`config.mk`:
```
export PLATFORM = sky130hd
export DESIGN_NAME = vector_multiply_pipe_flat
export DESIGN_NICKNAME = d
export VERILOG_FILES = /design/src/rtl/vector_multiply_pipe_if.sv /design/src/rtl/vector_multiply_pipe.sv /design/src/flat_wrapper.sv
export SDC_FILE = /design/constraint.sdc
export NUM_CORES = 1
export LEC_CHECK = 0
export ABC_AREA = 1
export CELL_PAD_IN_SITES_DETAIL_PLACEMENT = 0
export CELL_PAD_IN_SITES_GLOBAL_PLACEMENT = 1
export CORE_MARGIN = 5
export CORE_UTILIZATION = 49
export CTS_BUF_LIST = sky130_fd_sc_hd__clkbuf_8
export CTS_CLUSTER_SIZE = 8
export DETAILED_ROUTE_END_ITERATION = 12
export PLACE_DENSITY_LB_ADDON = 0.1
export SYNTH_ARGS = -nofsm -noshare
export SYNTH_HDL_FRONTEND = slang
export SYNTH_SLANG_ARGS = --single-unit
```
`constraint.sdc`:
```
create_clock -name clk -period 9.9 [get_ports clk]
set_clock_uncertainty 0.2 [all_clocks]
set_input_delay 1.98 -clock clk [delete_from_list [all_inputs] [get_ports clk]]
set_output_delay 1.98 -clock clk [all_outputs]
set_load 0.01 [all_outputs]
```
`src/rtl/vector_multiply_pipe_if.sv`:
```
// Stream interface for vector_multiply_pipe: operand beats in, result beats out.
// Latency: none; this is a bundle of wires with valid/ready on each direction.
// Backpressure: datain_ready and dout_ready carry stall information; see modports.
//
// Ports (slave = the multiplier's view, master = the producer/consumer view):
//   datain[2*W*N]   {operand1 vector, operand0 vector}, lane i at [i*W +: W] per half
//   datain_mode     0 = element-wise, 1 = dot product, travels with the beat
//   datain_valid / datain_ready   input handshake
//   dout[W*N]       result vector, same lane packing
//   dout_valid / dout_ready       output handshake
//   dout_sat        only with VECTOR_MULTIPLY_PIPE_SAT_EN: a lane saturated in this beat
// Parameters must match the ones given to vector_multiply_pipe.
interface vector_multiply_pipe_if #(
   parameter int C_OP_WIDTH  = 16,
   parameter int C_NUM_LANES = 4
);
   logic [2*C_OP_WIDTH*C_NUM_LANES-1:0] datain;
   logic                                datain_mode;
   logic                                datain_valid;
   logic                                datain_ready;
   logic [C_OP_WIDTH*C_NUM_LANES-1:0]   dout;
   logic                                dout_valid;
   logic                                dout_ready;
`ifdef VECTOR_MULTIPLY_PIPE_SAT_EN
   logic                                dout_sat;

   modport slave (
      input  datain, datain_mode, datain_valid, dout_ready,
      output datain_ready, dout, dout_valid, dout_sat
   );
   modport master (
      output datain, datain_mode, datain_valid, dout_ready,
      input  datain_ready, dout, dout_valid, dout_sat
   );
`else
   modport slave (
      input  datain, datain_mode, datain_valid, dout_ready,
      output datain_ready, dout, dout_valid
   );
   modport master (
      output datain, datain_mode, datain_valid, dout_ready,
      input  datain_ready, dout, dout_valid
   );
`endif
endinterface

```
`src/rtl/vector_multiply_pipe.sv`:
```
// Lane-wise vector multiplier (element-wise or dot product), round-shifted and narrowed.
// Latency: C_LATENCY cycles from accepted beat to dout_valid when not stalled.
// Backpressure: per-stage valid/ready with bubble collapse; holds up to C_LATENCY beats.
//
// Ports:
//   clk   rising-edge clock
//   rst   synchronous active-high reset (clears valid bits, dout, dout_sat)
//   bus   vector_multiply_pipe_if.slave carrying datain/dout streams
// Optional feature: define VECTOR_MULTIPLY_PIPE_SAT_EN to saturate instead of wrap
// when narrowing, which also enables bus.dout_sat.
module vector_multiply_pipe #(
   parameter int C_OP_WIDTH  = 16,
   parameter int C_NUM_LANES = 4,
   parameter int C_LATENCY   = 2,
   parameter int C_OUT_SHIFT = 0,
   parameter int C_SIGNED    = 1
) (
   input logic                  clk,
   input logic                  rst,
   vector_multiply_pipe_if.slave bus
);

   localparam int W  = C_OP_WIDTH;
   localparam int N  = C_NUM_LANES;
   localparam int L  = C_LATENCY;
   localparam int PW = 2 * W;
   // One bit beyond the full dot-sum width so the rounding add cannot overflow.
   localparam int EW = 2 * W + $clog2(C_NUM_LANES) + 1;
`ifdef VECTOR_MULTIPLY_PIPE_SAT_EN
   localparam int RW = W + 1;   // narrowed value plus saturation flag in the MSB
`else
   localparam int RW = W;
`endif

   // Half-LSB of the shifted result; zero when no shift is applied.
   localparam logic [EW-1:0] RND = ({{(EW-1){1'b0}}, 1'b1} << C_OUT_SHIFT) >> 1;

   // ------------------------------------------------------------------
   // Stage storage: stages 1..L-1 carry full products, stage L is dout.
   // ------------------------------------------------------------------
   logic          s_vld  [1:L-1];
   logic          s_mode [1:L-1];
   logic [PW-1:0] s_prod [1:L-1][N];

   logic [W*N-1:0] dout_q;
   logic           dout_valid_q;
   logic [L:1]     ld;          // stage k loads from stage k-1 this cycle

   logic [W-1:0]   op0 [N];
   logic [W-1:0]   op1 [N];
   logic [PW-1:0]  mul [N];

   logic [RW-1:0]  lane_res [N];
   logic [RW-1:0]  dot_res;
   logic [EW-1:0]  dot_sum;
   logic [W*N-1:0] dout_next;
`ifdef VECTOR_MULTIPLY_PIPE_SAT_EN
   logic           sat_next;
   logic           dout_sat_q;
`endif

   // Sign- or zero-extend a full product to the rounding width.
   function automatic logic [EW-1:0] extend(input logic [PW-1:0] p);
      logic s;
      s = (C_SIGNED != 0) ? p[PW-1] : 1'b0;
      return {{(EW-PW){s}}, p};
   endfunction

   // Round half up, then shift right (arithmetic when signed).
   function automatic logic [EW-1:0] shr(input logic [EW-1:0] x);
      logic [EW-1:0] r;
      r = x + RND;
      if (C_SIGNED != 0)
         return EW'($signed(r) >>> C_OUT_SHIFT);
      else
         return r >> C_OUT_SHIFT;
   endfunction

`ifdef VECTOR_MULTIPLY_PIPE_SAT_EN
   // Clamp to the output range; MSB of the return value flags a clamp.
   function automatic logic [RW-1:0] narrow(input logic [EW-1:0] x);
      logic [EW-1:0] r;
      r = shr(x);
      if (C_SIGNED != 0) begin
         // In range when every bit from W-1 upward equals the sign bit.
         if ((&r[EW-1:W-1]) || !(|r[EW-1:W-1]))
            return {1'b0, r[W-1:0]};
         else if (r[EW-1])
            return {1'b1, 1'b1, {(W-1){1'b0}}};
         else
            return {1'b1, 1'b0, {(W-1){1'b1}}};
      end else begin
         if (|r[EW-1:W])
            return {1'b1, {W{1'b1}}};
         else
            return {1'b0, r[W-1:0]};
      end
   endfunction
`else
   // Wrap: keep the low W bits.
   function automatic logic [RW-1:0] narrow(input logic [EW-1:0] x);
      return W'(shr(x));
   endfunction
`endif

   // ------------------------------------------------------------------
   // Input unpack and lane multipliers (operands extended to 2W so the
   // PW-wide product is exact in both signed and unsigned modes).
   // ------------------------------------------------------------------
   always_comb begin
      for (int i = 0; i < N; i++) begin
         op0[i] = bus.datain[i*W +: W];
         op1[i] = bus.datain[N*W + i*W +: W];
         mul[i] = {{W{(C_SIGNED != 0) ? op0[i][W-1] : 1'b0}}, op0[i]} *
                  {{W{(C_SIGNED != 0) ? op1[i][W-1] : 1'b0}}, op1[i]};
      end
   end

   // ------------------------------------------------------------------
   // Load enables. A stage loads when empty or when its successor loads,
   // so ld[k] is true if any stage from k to the output can take a beat.
   // No term depends on datain_valid.
   // ------------------------------------------------------------------
   always_comb begin
      logic acc;
      acc   = !dout_valid_q || bus.dout_ready;
      ld    = '0;
      ld[L] = acc;
      for (int k = L - 1; k >= 1; k--) begin
         acc   = acc || !s_vld[k];
         ld[k] = acc;
      end
   end

   assign bus.datain_ready = ld[1];

   // ------------------------------------------------------------------
   // Output stage arithmetic: dot sum, rounding, shift, narrowing.
   // ------------------------------------------------------------------
   always_comb begin
      dot_sum   = '0;
      dout_next = '0;
`ifdef VECTOR_MULTIPLY_PIPE_SAT_EN
      sat_next  = 1'b0;
`endif
      for (int i = 0; i < N; i++) begin
         lane_res[i] = narrow(extend(s_prod[L-1][i]));
         dot_sum     = dot_sum + extend(s_prod[L-1][i]);
      end
      dot_res = narrow(dot_sum);

      if (s_mode[L-1]) begin
         // Dot result in lane 0, remaining lanes stay zero.
         dout_next[W-1:0] = dot_res[W-1:0];
`ifdef VECTOR_MULTIPLY_PIPE_SAT_EN
         sat_next = dot_res[W];
`endif
      end else begin
         for (int i = 0; i < N; i++) begin
            dout_next[i*W +: W] = lane_res[i][W-1:0];
`ifdef VECTOR_MULTIPLY_PIPE_SAT_EN
            sat_next = sat_next | lane_res[i][W];
`endif
         end
      end
   end

   // ------------------------------------------------------------------
   // Valid chain and output register (reset).
   // ------------------------------------------------------------------
   always_ff @(posedge clk) begin
      if (rst) begin
         for (int k = 1; k < L; k++)
            s_vld[k] <= 1'b0;
         dout_valid_q <= 1'b0;
         dout_q       <= '0;
`ifdef VECTOR_MULTIPLY_PIPE_SAT_EN
         dout_sat_q   <= 1'b0;
`endif
      end else begin
         if (ld[1])
            s_vld[1] <= bus.datain_valid;
         for (int k = 2; k < L; k++)
            if (ld[k])
               s_vld[k] <= s_vld[k-1];
         if (ld[L]) begin
            dout_valid_q <= s_vld[L-1];
            // dout only changes on a real beat, so it holds 0 after reset.
            if (s_vld[L-1]) begin
               dout_q <= dout_next;
`ifdef VECTOR_MULTIPLY_PIPE_SAT_EN
               dout_sat_q <= sat_next;
`endif
            end
         end
      end
   end

   // ------------------------------------------------------------------
   // Intermediate payload (no reset; qualified by the valid chain).
   // ------------------------------------------------------------------
   always_ff @(posedge clk) begin
      if (ld[1] && bus.datain_valid) begin
         s_mode[1] <= bus.datain_mode;
         for (int i = 0; i < N; i++)
            s_prod[1][i] <= mul[i];
      end
      for (int k = 2; k < L; k++) begin
         if (ld[k] && s_vld[k-1]) begin
            s_mode[k] <= s_mode[k-1];
            for (int i = 0; i < N; i++)
               s_prod[k][i] <= s_prod[k-1][i];
         end
      end
   end

   assign bus.dout       = dout_q;
   assign bus.dout_valid = dout_valid_q;
`ifdef VECTOR_MULTIPLY_PIPE_SAT_EN
   assign bus.dout_sat   = dout_sat_q;
`endif

endmodule

```
`src/flat_wrapper.sv`:
```
// flat-port wrapper written by rule: the top's interface ports become plain ports
module vector_multiply_pipe_flat 
#(
   parameter int C_OP_WIDTH  = 16,
   parameter int C_NUM_LANES = 4,
   parameter int C_LATENCY   = 2,
   parameter int C_OUT_SHIFT = 0,
   parameter int C_SIGNED    = 1
)
  (clk, rst, bus_datain, bus_datain_mode, bus_datain_valid, bus_dout_ready, bus_datain_ready, bus_dout, bus_dout_valid);
  vector_multiply_pipe_if #(.C_OP_WIDTH(C_OP_WIDTH), .C_NUM_LANES(C_NUM_LANES)) bus_i ();
  input logic clk;
  input logic rst;
  input wire logic [$bits(bus_i.datain)-1:0] bus_datain;
  input wire logic [$bits(bus_i.datain_mode)-1:0] bus_datain_mode;
  input wire logic [$bits(bus_i.datain_valid)-1:0] bus_datain_valid;
  input wire logic [$bits(bus_i.dout_ready)-1:0] bus_dout_ready;
  output wire logic [$bits(bus_i.datain_ready)-1:0] bus_datain_ready;
  output wire logic [$bits(bus_i.dout)-1:0] bus_dout;
  output wire logic [$bits(bus_i.dout_valid)-1:0] bus_dout_valid;
  assign bus_i.datain = bus_datain;
  assign bus_i.datain_mode = bus_datain_mode;
  assign bus_i.datain_valid = bus_datain_valid;
  assign bus_i.dout_ready = bus_dout_ready;
  assign bus_datain_ready = bus_i.datain_ready;
  assign bus_dout = bus_i.dout;
  assign bus_dout_valid = bus_i.dout_valid;
  vector_multiply_pipe #(.C_OP_WIDTH(C_OP_WIDTH), .C_NUM_LANES(C_NUM_LANES), .C_LATENCY(C_LATENCY), .C_OUT_SHIFT(C_OUT_SHIFT), .C_SIGNED(C_SIGNED)) u_core (.clk(clk), .rst(rst), .bus(bus_i));
endmodule
```
Yosys cells after proc, flatten, opt, wreduce, memory -nomap -nowiden
Memory sizes are Yosys's and may differ from the RTL's. Index checks and enable logic that the tools add are counted.

Bits in registers: 65. Bits in writable memories: 130. Input bits: 133. Output and inout port bits: 66. Memories: 3.

Add/subtract/negate cells: 3. Multipliers: 4. Muxes and demuxes: 10. Bitwise gates (word level): 1. Reduce and logical (&&, ||, !) cells: 6.

Memory list: u_core.s_prod (depth 1, width 128, read ports 1, clocked after Yosys merged registers in 0, wr ports 1, line vector_multiply_pipe.sv:43) `logic [PW-1:0] s_prod [1:L-1][N];`; u_core.s_mode (depth 1, width 1, read ports 1, clocked after Yosys merged registers in 0, wr ports 1, line vector_multiply_pipe.sv:42) `logic s_mode [1:L-1];`; u_core.s_vld (depth 1, width 1, read ports 1, clocked after Yosys merged registers in 0, wr ports 1, line vector_multiply_pipe.sv:41) `logic s_vld [1:L-1];`.

Operators with widths (count): $mul 16x16->32 (4); $add 16x16->16 (3); $mux 48 (1); $mux 16 (1); $mux 1 (8); $logic_not 1->1 (2); $logic_or 1x1->1 (2); $reduce_and 2->1 (1); $logic_and 1x1->1 (1); $or 1x1->1 (1).

Longest topological paths before layout
Depth after elaboration: 7. Gate-level depth with buffers: 28.

Least setup slack after synthesis
OpenSTA, ideal clock, no wires.

Path type: input port to flip-flop. Start point: in bus_datain[113]. End point: mem u_core.s_prod[1][15] (netlist bit) (data pin). Library setup time: 0.249 ns. Arrival: 6.610 ns. Data required time: 9.451 ns. Setup slack: 2.841 ns. Stages on the path: 20. Path buffers: 2. Cell sequence: clkbuf_2 -> clkbuf_1 -> nand2_1 -> fa_1 -> fa_1 -> fa_1 -> inv_1 -> fa_1 -> fa_1 -> inv_1 -> fa_1 -> inv_1 -> ha_1 -> a21o_1 -> a221oi_1 -> nand3_1 -> inv_1 -> nand3_1 -> nand2_1 -> inv_1.

RTL lines: start, declared (line flat_wrapper.sv:14) `input wire logic [$bits(bus_i.datain)-1:0] bus_datain;`; end, declared (line vector_multiply_pipe.sv:43).

==> results.py <==
metrics = {
    "sta": {
        "final_hold_viol_count": 0,
        "whs_ns": 0.270,
        "finalSetupViolCount": 0,
        "period_minus_slack_ns": 7.39,
        "rsz0062_at_grt": "no",
        "slew_violations": 0,
        "slew_headroom_pct": 27.5,
        "fin_crit_sh_pct": 74.7,
        "timing.setup.tns_ns": 0,
        "tightest_slew_ns": 1.09,
        "max_freq_mhz": 135,
    },
    "detailed_routing": {
        "via_per_inst": 4.92,
        "drt_iter0_drc": 1051,
        "wl_per_cell_um": 16.1,
        "ant_nets": 0,
        "dr.pass1.iters": 6,
        "drc_errors": 0,
        "vias": 19147,
        "routed_wl_mm": 62.5,
    },
    "power_and_ir_drop": {
        "pwr_density_cell_nw_per_um2": 311,
        "p_leak_nw": 15.1,
        "irDropWorstVdd_mv": 0.282,
    },
    "place": {
        "postPlaceCellArea_um2": 26000,
        "gp_congestion": 0.886,
        "hpwl_mm": 51.9,
        "port-buffer-count": 198,
    },
    "yosys": {
        "synth_area_um2": 23700,
        "yosysWarnings": 0,
        "seq_area_frac_synth_pct": 13.9,
        "async_flop_share_pct": 0,
        "ys_types": 38,
        "syn_nets": 3897,
        "synthCells": 3159,
        "ys_seq_elements": 131,
        "synth_ff_type": "edfxtp_1",
        "avgSynthCellArea_um2": 7.50,
        "synth_edf_count": 66,
    },
    "layout": {
        "design_area_um2": 26400,
        "drive_above_1_share_pct": 1.56,
        "num_antenna_cells": 0,
        "nets": 4003,
        "layout.cells.most_common_list": "nand2_1, inv_1, fa_1",
        "area_delta_synth_final_pct": 11.5,
        "nFillCells": 4595,
        "final_common_cell": "nand2_1",
    },
    "grt": {
        "antenna_found_initial": 0,
        "gr-total-overflow": 0,
        "grt_pass1_wl_mm": 103,
        "track_usage_pct": 24.2,
        "grt_max_degree": 71,
        "grt_pass1_vias": 19815,
    },
    "die": {
        "fp.dieH_um": 230,
        "die_w_um": 230,
        "dieArea_um2": 52800,
        "core_area_um2": 47700,
        "boundaryPins": 199,
        "start_util_pct": 49.6,
        "rows": 80,
    },
    "worst_setup_path": {
        "max_stage_delay_ns": 0.88,
        "worstPathArrival_ns": 7.45,
        "endpoint_kind": "flip-flop",
        "crit_required_ns": 9.96,
        "path_delay_family": "adder cells",
        "crit_type": "primary input to flip-flop",
        "path_cells": "clkdlybuf4s50_1, nand2_1, fa_1, fa_1, inv_1, fa_1, fa_1, fa_1, inv_1, fa_1, inv_1, ha_1, a21o_1, a221oi_1, nand3_1, nand3_1, nand2_1, nand2_1, nand2_1",
        "critPathSlowestCell": "clkdlybuf4s50_1",
        "crit_path_max_fanout": 15,
        "crit_path_frequent_cell": "fa_1",
        "critPathBufInv": 4,
        "critPathLaunchType": "primary input",
    },
    "clocking": {
        "cts_made_buffers": 17,
        "post_cts_buffers": 0,
        "clkTransAtPathRegs_ns": 0.10,
        "hold_buffers": 0,
        "clock_path_buffers": 2,
        "cts.sinks": 131,
        "cts_tree": "yes",
        "insertion_delay_ns": 0.48,
        "cts-htree-levels": 4,
        "clockRootBuffer": "clkbuf_8",
        "cts_resized": 0,
    },
    "job": {
        "maxCapViolCount": 0,
    },
    "status": {
        "status": "finished, final reports clean",
    },
    "min_path": {
        "hp-class": "flip-flop to flip-flop",
    },
}
## cells in the mapped netlist, types with 4 or more instances
master | instances | area (um^2)
dfxtp_1 | 65 | 1300
xnor2_1 | 36 | 315
nand3_1 | 153 | 766
buf_2 | 20 | 100
buf_4 | 7 | 52.6
nand3b_1 | 14 | 105
o211ai_1 | 5 | 37.5
fa_1 | 346 | 6930
o21ai_0 | 31 | 155
ha_1 | 259 | 3240
nor2_1 | 63 | 236
xor2_1 | 56 | 490
edfxtp_1 | 66 | 1980
nand4_1 | 6 | 37.5
clkbuf_1 | 75 | 282
nand2_1 | 900 | 3380
clkbuf_2 | 10 | 50.1
a31oi_1 | 4 | 25.0
inv_1 | 879 | 3300
o2111ai_1 | 4 | 35.0
a21oi_1 | 127 | 636
## logic make-up (layout without fill, tap and decap cells)
| family | Yosys count | in the layout | synth area share (%) |
|---|---|---|---|
| buf+inv | 997 | 1116 | 16.1 |
| compound gates | 185 | 185 | 4.21 |
| fa+ha+maj | 605 | 605 | 42.9 |
| xor+xnor | 95 | 95 | 3.61 |
| flops | 131 | 131 | 13.9 |
| simple gates | 1146 | 1146 | 19.3 |
## worst paths after layout
| path | cells past startpoint | startpoint | slack [ns] | end |
|---|---|---|---|---|
| min reg2reg | 2 | u_core.bus.dout[12] | 0.27 | u_core.bus.dout[12] |
| max reg2reg | 14 | u_core.s_prod[1][1] | 6.18 | u_core.bus.dout[15] |
| min | 2 | u_core.bus.dout[12] | 0.27 | u_core.bus.dout[12] |
| max | 19 | bus_datain[81] | 2.51 | u_core.s_prod[1][79] |
## through the flow
stage / setup slack [ns] / util [%] / total power, mW / std cells
finish: 2.51 / 55.3 / 8.23 / 3893
global route: 2.17 / 55.3 / 9.34 / 3893
CTS: 2.53 / 55.3 / 8.28 / 3893
detailed placement: 1.98 / 54.4 / 7.69 / 3861
global placement: 2.07 / 54.4 / 7.66 / 3861
floorplan: 2.84 / - / 6.08 / 3159
## cell type report
cell class	instances	area (um^2)	share of cell area, %
Clock inverter	15	204	0.772
Multi-Input combinational cell	2031	16600	62.9
Sequential cell	131	3280	12.4
Clock buffer	17	234	0.886
Inverter	882	3310	12.5
Timing Repair Buffer	202	2010	7.60
Tap cell	615	769	2.91
## registers in the layout (all words and copies together), names as in the netlist
| signal | cells |
|---|---|
| u_core.s_prod | 64 |
| u_core.bus.dout | 64 |
| u_core.bus.dout_valid | 1 |
| u_core.s_vld | 1 |
| u_core.s_mode | 1 |
## routing by layer
metal | share of wire [%] | track usage [%] | wire (um) | vias up
li1 | - | - | - | 9465
met3 | 4.4 | 2.63 | 2750 | 43
met4 | 1.2 | 3.89 | 770 | 0
met1 | 47 | 35.2 | 29600 | 9228
met5 | 0 | 0 | 0 | -
met2 | 47 | 40.1 | 29400 | 411
## tightest hold or removal path: cells and delay by family, from the launching register on
family	cells	cell delay [ns]
and+or+nand+nor	1	0.06
AOI/OAI and AO/OA	1	0.05
DFF	1	0.32
## power breakdown
part / internal [mW] / switching, mW
clock network: 0.276 / 0.246
logic: 2.65 / 3.93
registers: 0.939 / 0.182
Note: power is estimated with default switching activity, not from simulation.
